===== src/rtl/riscv_muldiv_unit.sv =====
// -----------------------------------------------------------------------------
// riscv_muldiv_unit
//   Iterative RV32M/RV64M multiply/divide unit for the EX stage. One operation
//   at a time: shift-add multiply or restoring division over XLEN cycles on
//   operand magnitudes, then one FIX cycle applying signs and selecting the
//   high/low half before the result is presented with its destination tag.
//   Divide-by-zero and signed overflow bypass CALC/FIX and finish in 1 cycle.
//
// Build option:
//   MULDIV_EARLY_OUT_EN - multiply leaves CALC once the remaining multiplier
//                         magnitude is zero (a zero multiplier skips CALC).
//
// Ports:
//   clk, rst_n            clock (rising edge), async active-low reset
//   in_valid / in_ready   request handshake; in_ready is high only in IDLE
//   in_funct3             000 MUL 001 MULH 010 MULHSU 011 MULHU
//                         100 DIV 101 DIVU 110 REM    111 REMU
//   in_op_a, in_op_b      rs1 / rs2 operands (XLEN)
//   in_tag                destination register tag (TAG_W)
//   out_valid / out_ready result handshake; result and tag held while stalled
//   out_result, out_tag   result (XLEN) and its tag (TAG_W)
//   flush                 synchronous kill of any pending/in-flight operation
// -----------------------------------------------------------------------------
module riscv_muldiv_unit #(
  parameter int unsigned XLEN  = 32,
  parameter int unsigned TAG_W = 5
) (
  input  logic             clk,
  input  logic             rst_n,
  input  logic             in_valid,
  output logic             in_ready,
  input  logic [2:0]       in_funct3,
  input  logic [XLEN-1:0]  in_op_a,
  input  logic [XLEN-1:0]  in_op_b,
  input  logic [TAG_W-1:0] in_tag,
  output logic             out_valid,
  input  logic             out_ready,
  output logic [XLEN-1:0]  out_result,
  output logic [TAG_W-1:0] out_tag,
  input  logic             flush
);

  localparam int unsigned CNT_W = $clog2(XLEN);
  localparam logic [XLEN-1:0]  MIN_NEG  = {1'b1, {(XLEN-1){1'b0}}};
  localparam logic [CNT_W-1:0] LAST_CNT = CNT_W'(XLEN-1);

  typedef enum logic [1:0] {
    S_IDLE,
    S_CALC,
    S_FIX,
    S_DONE
  } state_t;

  state_t r_state;
  state_t w_state_nxt;

  logic [2:0]        r_f3;
  logic [TAG_W-1:0]  r_tag;
  logic              r_neg_q;   // product / quotient sign
  logic              r_neg_r;   // remainder sign (dividend's sign)
  logic [2*XLEN-1:0] r_acc;     // mul: product; div: {remainder, dividend/quotient}
  logic [2*XLEN-1:0] r_mcand;   // mul: shifted multiplicand; div: divisor in low half
  logic [XLEN-1:0]   r_mplier;  // mul: remaining multiplier bits
  logic [CNT_W-1:0]  r_cnt;
  logic [XLEN-1:0]   r_result;

  // ---------------------------------------------------------------------------
  // Input decode (used only on the accept edge)
  // ---------------------------------------------------------------------------
  logic            w_accept;
  logic            w_is_div;
  logic            w_a_signed;
  logic            w_b_signed;
  logic            w_a_neg;
  logic            w_b_neg;
  logic [XLEN-1:0] w_mag_a;
  logic [XLEN-1:0] w_mag_b;
  logic            w_div_zero;
  logic            w_div_ovf;
  logic            w_special;
  logic [XLEN-1:0] w_special_res;
  logic            w_skip_calc;

  assign w_accept   = in_valid && (r_state == S_IDLE) && !flush;
  assign w_is_div   = in_funct3[2];
  // Divide: funct3[0]==0 is signed. Multiply: MULH/MULHSU sign rs1, MULH signs rs2.
  assign w_a_signed = w_is_div ? !in_funct3[0]
                               : (in_funct3[1:0] == 2'b01) || (in_funct3[1:0] == 2'b10);
  assign w_b_signed = w_is_div ? !in_funct3[0] : (in_funct3[1:0] == 2'b01);
  assign w_a_neg    = w_a_signed && in_op_a[XLEN-1];
  assign w_b_neg    = w_b_signed && in_op_b[XLEN-1];
  assign w_mag_a    = w_a_neg ? ('0 - in_op_a) : in_op_a;
  assign w_mag_b    = w_b_neg ? ('0 - in_op_b) : in_op_b;

  assign w_div_zero = (in_op_b == '0);
  assign w_div_ovf  = !in_funct3[0] && (in_op_a == MIN_NEG) && (in_op_b == '1);
  assign w_special  = w_is_div && (w_div_zero || w_div_ovf);
  // funct3[1] selects REM/REMU over DIV/DIVU.
  assign w_special_res = w_div_zero ? (in_funct3[1] ? in_op_a : '1)
                                    : (in_funct3[1] ? '0 : in_op_a);

  // ---------------------------------------------------------------------------
  // Iteration datapath
  // ---------------------------------------------------------------------------
  logic [2*XLEN-1:0] w_mul_acc;
  logic [XLEN:0]     w_trial;
  logic              w_q_bit;
  logic [XLEN-1:0]   w_rem_nxt;
  logic [2*XLEN-1:0] w_div_acc;
  logic              w_last_iter;
  logic              w_early_exit;

  assign w_mul_acc = r_mplier[0] ? (r_acc + r_mcand) : r_acc;

  // Restoring step: partial remainder with the next dividend bit shifted in,
  // minus the divisor; a non-negative trial keeps the difference.
  assign w_trial   = r_acc[2*XLEN-1:XLEN-1] - {1'b0, r_mcand[XLEN-1:0]};
  assign w_q_bit   = !w_trial[XLEN];
  assign w_rem_nxt = w_q_bit ? w_trial[XLEN-1:0] : r_acc[2*XLEN-2:XLEN-1];
  assign w_div_acc = {w_rem_nxt, r_acc[XLEN-2:0], w_q_bit};

  assign w_last_iter = (r_cnt == LAST_CNT);

`ifdef MULDIV_EARLY_OUT_EN
  assign w_skip_calc  = !w_is_div && (w_mag_b == '0);
  assign w_early_exit = !r_f3[2] && (r_mplier[XLEN-1:1] == '0);
`else
  assign w_skip_calc  = 1'b0;
  assign w_early_exit = 1'b0;
`endif

  // ---------------------------------------------------------------------------
  // Sign fix-up and result select
  // ---------------------------------------------------------------------------
  logic [2*XLEN-1:0] w_prod;
  logic [XLEN-1:0]   w_quot;
  logic [XLEN-1:0]   w_remd;
  logic [XLEN-1:0]   w_fix_res;

  assign w_prod = r_neg_q ? ('0 - r_acc) : r_acc;
  assign w_quot = r_neg_q ? ('0 - r_acc[XLEN-1:0]) : r_acc[XLEN-1:0];
  assign w_remd = r_neg_r ? ('0 - r_acc[2*XLEN-1:XLEN]) : r_acc[2*XLEN-1:XLEN];

  always_comb begin
    w_fix_res = '0;
    if (r_f3[2]) begin
      w_fix_res = r_f3[1] ? w_remd : w_quot;
    end else if (r_f3[1:0] == 2'b00) begin
      w_fix_res = w_prod[XLEN-1:0];
    end else begin
      w_fix_res = w_prod[2*XLEN-1:XLEN];
    end
  end

  // ---------------------------------------------------------------------------
  // Control FSM
  // ---------------------------------------------------------------------------
  always_ff @(posedge clk or negedge rst_n) begin
    if (!rst_n) begin
      r_state <= S_IDLE;
    end else begin
      r_state <= w_state_nxt;
    end
  end

  always_comb begin
    w_state_nxt = r_state;
    unique case (r_state)
      S_IDLE: begin
        if (w_accept) begin
          if (w_special) begin
            w_state_nxt = S_DONE;
          end else if (w_skip_calc) begin
            w_state_nxt = S_FIX;
          end else begin
            w_state_nxt = S_CALC;
          end
        end
      end
      S_CALC: begin
        if (w_last_iter || w_early_exit) begin
          w_state_nxt = S_FIX;
        end
      end
      S_FIX: begin
        w_state_nxt = S_DONE;
      end
      S_DONE: begin
        if (out_ready) begin
          w_state_nxt = S_IDLE;
        end
      end
      default: begin
        w_state_nxt = S_IDLE;
      end
    endcase
    if (flush) begin
      w_state_nxt = S_IDLE;
    end
  end

  // ---------------------------------------------------------------------------
  // Datapath registers
  // ---------------------------------------------------------------------------
  always_ff @(posedge clk or negedge rst_n) begin
    if (!rst_n) begin
      r_f3     <= '0;
      r_tag    <= '0;
      r_neg_q  <= 1'b0;
      r_neg_r  <= 1'b0;
      r_acc    <= '0;
      r_mcand  <= '0;
      r_mplier <= '0;
      r_cnt    <= '0;
      r_result <= '0;
    end else begin
      unique case (r_state)
        S_IDLE: begin
          if (w_accept) begin
            r_f3    <= in_funct3;
            r_tag   <= in_tag;
            r_neg_q <= w_a_neg ^ w_b_neg;
            r_neg_r <= w_a_neg;
            r_cnt   <= '0;
            if (w_is_div) begin
              r_acc    <= {{XLEN{1'b0}}, w_mag_a};
              r_mcand  <= {{XLEN{1'b0}}, w_mag_b};
              r_mplier <= '0;
            end else begin
              r_acc    <= '0;
              r_mcand  <= {{XLEN{1'b0}}, w_mag_a};
              r_mplier <= w_mag_b;
            end
            if (w_special) begin
              r_result <= w_special_res;
            end
          end
        end
        S_CALC: begin
          r_cnt <= r_cnt + CNT_W'(1);
          if (r_f3[2]) begin
            r_acc <= w_div_acc;
          end else begin
            r_acc    <= w_mul_acc;
            r_mcand  <= r_mcand << 1;
            r_mplier <= r_mplier >> 1;
          end
        end
        S_FIX: begin
          r_result <= w_fix_res;
        end
        default: begin
        end
      endcase
    end
  end

  assign in_ready   = (r_state == S_IDLE);
  assign out_valid  = (r_state == S_DONE);
  assign out_result = r_result;
  assign out_tag    = r_tag;

endmodule


===== config.mk =====
export PLATFORM = sky130hd
export DESIGN_NAME = riscv_muldiv_unit
export DESIGN_NICKNAME = d
export VERILOG_FILES = /design/src/rtl/riscv_muldiv_unit.sv
export SDC_FILE = /design/constraint.sdc
export NUM_CORES = 1
export LEC_CHECK = 0
export CAP_MARGIN = 20
export CORE_AREA = 2 2 201 203
export DETAILED_ROUTE_END_ITERATION = 8
export DIE_AREA = 0 0 203 205
export PLACE_DENSITY = 0.69
export RECOVER_POWER = 25
export SYNTH_ARGS = -nofsm -noshare
export SYNTH_HDL_FRONTEND = slang
export SYNTH_SLANG_ARGS = --single-unit

===== constraint.sdc =====
create_clock -name clk -period 5.2 [get_ports clk]
set_input_delay 1.04 -clock clk [delete_from_list [all_inputs] [get_ports clk]]
set_output_delay 1.04 -clock clk [all_outputs]
set_load 0.1 [all_outputs]

==> flow_summary_export.csv <==
group,metric,value,unit
route,wl,78970,µm
synth,ys_seq_area_share,26.36,%
synth,avgSynthCellArea,7.752,µm²
placed_design,portBuffers,115,
timing,max-slew-margin-rel,-59.07,%
layout,multi_input_area,0.01366,mm²
floorplan,start_util,50.39,%
power,powerDensity,615.4,mW/mm²
synth,async_flop_share,100.0,%
timing,rsz0062_at_grt,"false",
layout,diodes,0,
route,vias_per_cell,6.578,
route,final_antenna_net_count,0,
layout,drive_gt1_share,7.205,%
clocking,cts_tree,"built",
synth,syn-num-nets,2745,
placed_design,gp_congestion,0.9848,
timing,fmax,224.3,MHz
clocking,clock_path_buffers,3,
timing,drv_slew,79,
synth,yosysUniqueCellTypes,83,
critical_path,cp_max_fo,20,
layout,area_delta_synth_final,13.33,%
route,wl_per_cell,25.08,µm
critical_path,end_kind,"flop",
critical_path,cp-start-kind,"flop",
timing,tns,0,ns
global_route,grt_pass1_vias,19100,
timing,finClkSkew,0.02781,ns
timing,fin_ws,0.7421,ns
synth,synth-seq-cells,209,
layout,nNetsFinal,2787,
route,firstDrtPassIters,7,
global_route,grt_use_total,37.30,%
floorplan,die-area,0.04162,mm²
global_route,antenna_found_initial,1,
critical_path,worstPathArrival,4.93,ns
placed_design,hpwlAfterDp,60870,µm
power,vdd_drop_max,0.3488,mV
timing,finalCriticalPeriod,4.458,ns
min_path,hold_path_class,"reg -> reg",
route,drc,0,
route,num_vias,20710,
synth,yosys_warnings,0,
global_route,grt-ovfl-total,0,
synth,ys.flop_type,"dfrtp_1",
floorplan,coreArea,0.03937,mm²
critical_path,path_class,"reg -> reg",
synth,synth_edf_count,0,
layout,n_fill_cell,3760,
timing,holdWs,0.4861,ns
job,cap_viol_max_count,1,
clocking,cts_made_buffers,28,
synth,synth_area,0.01984,mm²
timing,worst-slew-pin-transition,2.386,ns
status,violations,"capacitance limit, slew limit",
layout,ff_latch_area,0.005231,mm²
timing,hold_viol_final,0,
placed_design,place_area,0.02156,mm²
timing,setup_viol,0,
clocking,cts_resized,0,
global_route,grt_max_degree,102,
clocking,clk_latency,0.60,ns
route,first_iter_violations,2053,
layout,final_design_area_no_fill,0.02248,mm²
timing,finalCritPeriodShare,85.73,%
synth,synth_cells,2559,
clocking,clk_pin_slew,0.06,ns
floorplan,io_pins,116,
critical_path,crit_required,5.67,ns
floorplan,die_x,203,µm
floorplan,rows,73,
floorplan,die_h,205,µm
clocking,h-tree-depth,1,
status,status,"finished, violations left",
clocking,cts_setup_buffers,0,
power,p_leak,9.667,nW
clocking,cts_hold_buf,0,
global_route,grt_pass1_wl,118500,µm
clocking,cts_sinks,209,
clocking,root_buffer,"clkbuf_16",
placed_design,pre_cts_slack,0.3826,ns
metal layers:
metal | up-vias | wire length (µm) | track usage [%]
met2 | 1005 | 33640 | 55.66
met4 | 0 | 3256 | 14.08
met3 | 153 | 6863 | 4.884
met1 | 10070 | 35210 | 54.68
li1 | 9479 | - | -
met5 | - | 0 | 0
worst max-delay path, stage by stage, from the launching register on:
cell	delay, ns
dfrtp_1	0.58
inv_1	0.16
ha_1	0.29
fa_1	0.42
nor2b_1	0.18
o31a_1	0.22
o31ai_1	0.14
o21a_1	0.27
o21ai_0	0.19
buf_4	0.17
mux2_2	0.34
or2_2	0.53
buf_4	0.33
nor2_1	0.13
a211oi_1	0.07
a221o_1	0.28
synth_stat cells (51+ instances only):
| master | instances | share of area (%) |
|---|---|---|
| o21ai_0 | 228 | 5.8 |
| nor2_1 | 272 | 5.1 |
| inv_1 | 76 | 1.4 |
| dfrtp_1 | 209 | 26 |
| clkbuf_1 | 143 | 2.7 |
| ha_1 | 107 | 6.7 |
| a21oi_1 | 221 | 5.6 |
| mux2i_1 | 51 | 2.6 |
| nand2_1 | 255 | 4.8 |
| a211oi_1 | 56 | 2.1 |
| xnor2_1 | 103 | 4.5 |
| xor2_1 | 124 | 5.5 |
final timing paths:
check                            startpoint          end  slack (ns)  cells past startpoint
worst max-delay path              r_acc[31]    r_acc[39]        0.74                     15
worst min-delay path            r_mplier[8]  r_mplier[8]        0.49                      2
worst max register to register    r_acc[31]    r_acc[39]        0.74                     15
worst min register to register  r_mplier[8]  r_mplier[8]        0.49                      2
max in group asynchronous             rst_n      r_f3[2]        2.35                      2
min in group asynchronous             rst_n  r_mcand[55]        1.16                      1
cell type report:
type | count | share of cell area [%]
Multi-Input combinational cell | 2100 | 60.76
Sequential cell | 209 | 23.27
Timing Repair Buffer | 184 | 7.602
Clock buffer | 38 | 3.506
Tap cell | 525 | 2.922
Inverter | 78 | 1.302
Clock inverter | 14 | 0.6400
where the power goes:
group | internal (W) | leakage [nW] | switching, W
registers | 0.00214 | 2.64 | 0.000676
clock network | 0.00116 | 0.458 | 0.000824
logic | 0.00300 | 6.57 | 0.00603
state kept, by name (all words and copies together), names as in the netlist:
| name | cells |
|---|---|
| out_result | 32 |
| out_tag | 5 |
| r_acc | 64 |
| r_cnt | 5 |
| r_f3 | 3 |
| r_mcand | 64 |
| r_mplier | 32 |
| r_neg_q | 1 |
| r_neg_r | 1 |
| r_state | 2 |
placed cells by master (no fill, tap or decap), types with 24 or more instances in the layout:
cell type	synthesis	routed
mux2_2	24	24
nand3_1	33	33
nand2_1	255	255
xor2_1	124	124
clkbuf_16	0	28
a221oi_1	32	32
ha_1	107	106
a22o_1	34	34
a22oi_1	37	37
o21ai_0	228	228
inv_1	76	76
a21o_1	44	43
dfrtp_1	209	208
o21a_1	28	28
o211ai_1	25	25
buf_4	6	65
o31ai_1	33	33
nor3_1	36	36
xnor2_1	103	103
a211oi_1	56	56
a21oi_1	221	220
mux2i_1	51	51
clkdlybuf4s50_1	0	113
nand4_1	37	37
nor2_1	272	271
a31oi_1	35	35
metrics by stage:
stage / util (%) / total power, W / std cells
after global placement: 54.77 / 0.01151 / 3096
after floorplan: - / 0.009025 / 2559
final: 57.11 / 0.01384 / 3148
after CTS: 57.13 / 0.01364 / 3148
after detailed placement: 54.77 / 0.01163 / 3096
after global routing: 57.11 / 0.01466 / 3148
kinds of logic (layout without fill, tap and decap cells):
family | after synthesis | in the layout | share of synthesized area (%)
AO/OA/AOI/OAI | 900 | 900 | 29.39
XOR/XNOR | 227 | 227 | 10.02
adder cells (fa/ha/maj) | 109 | 109 | 6.950
buffers and inverters | 250 | 314 | 4.926
flip-flops | 209 | 209 | 26.36
multiplexers | 75 | 75 | 3.936
AND/OR/NAND/NOR | 789 | 789 | 18.41
Power figures use the tool's default switching activity.
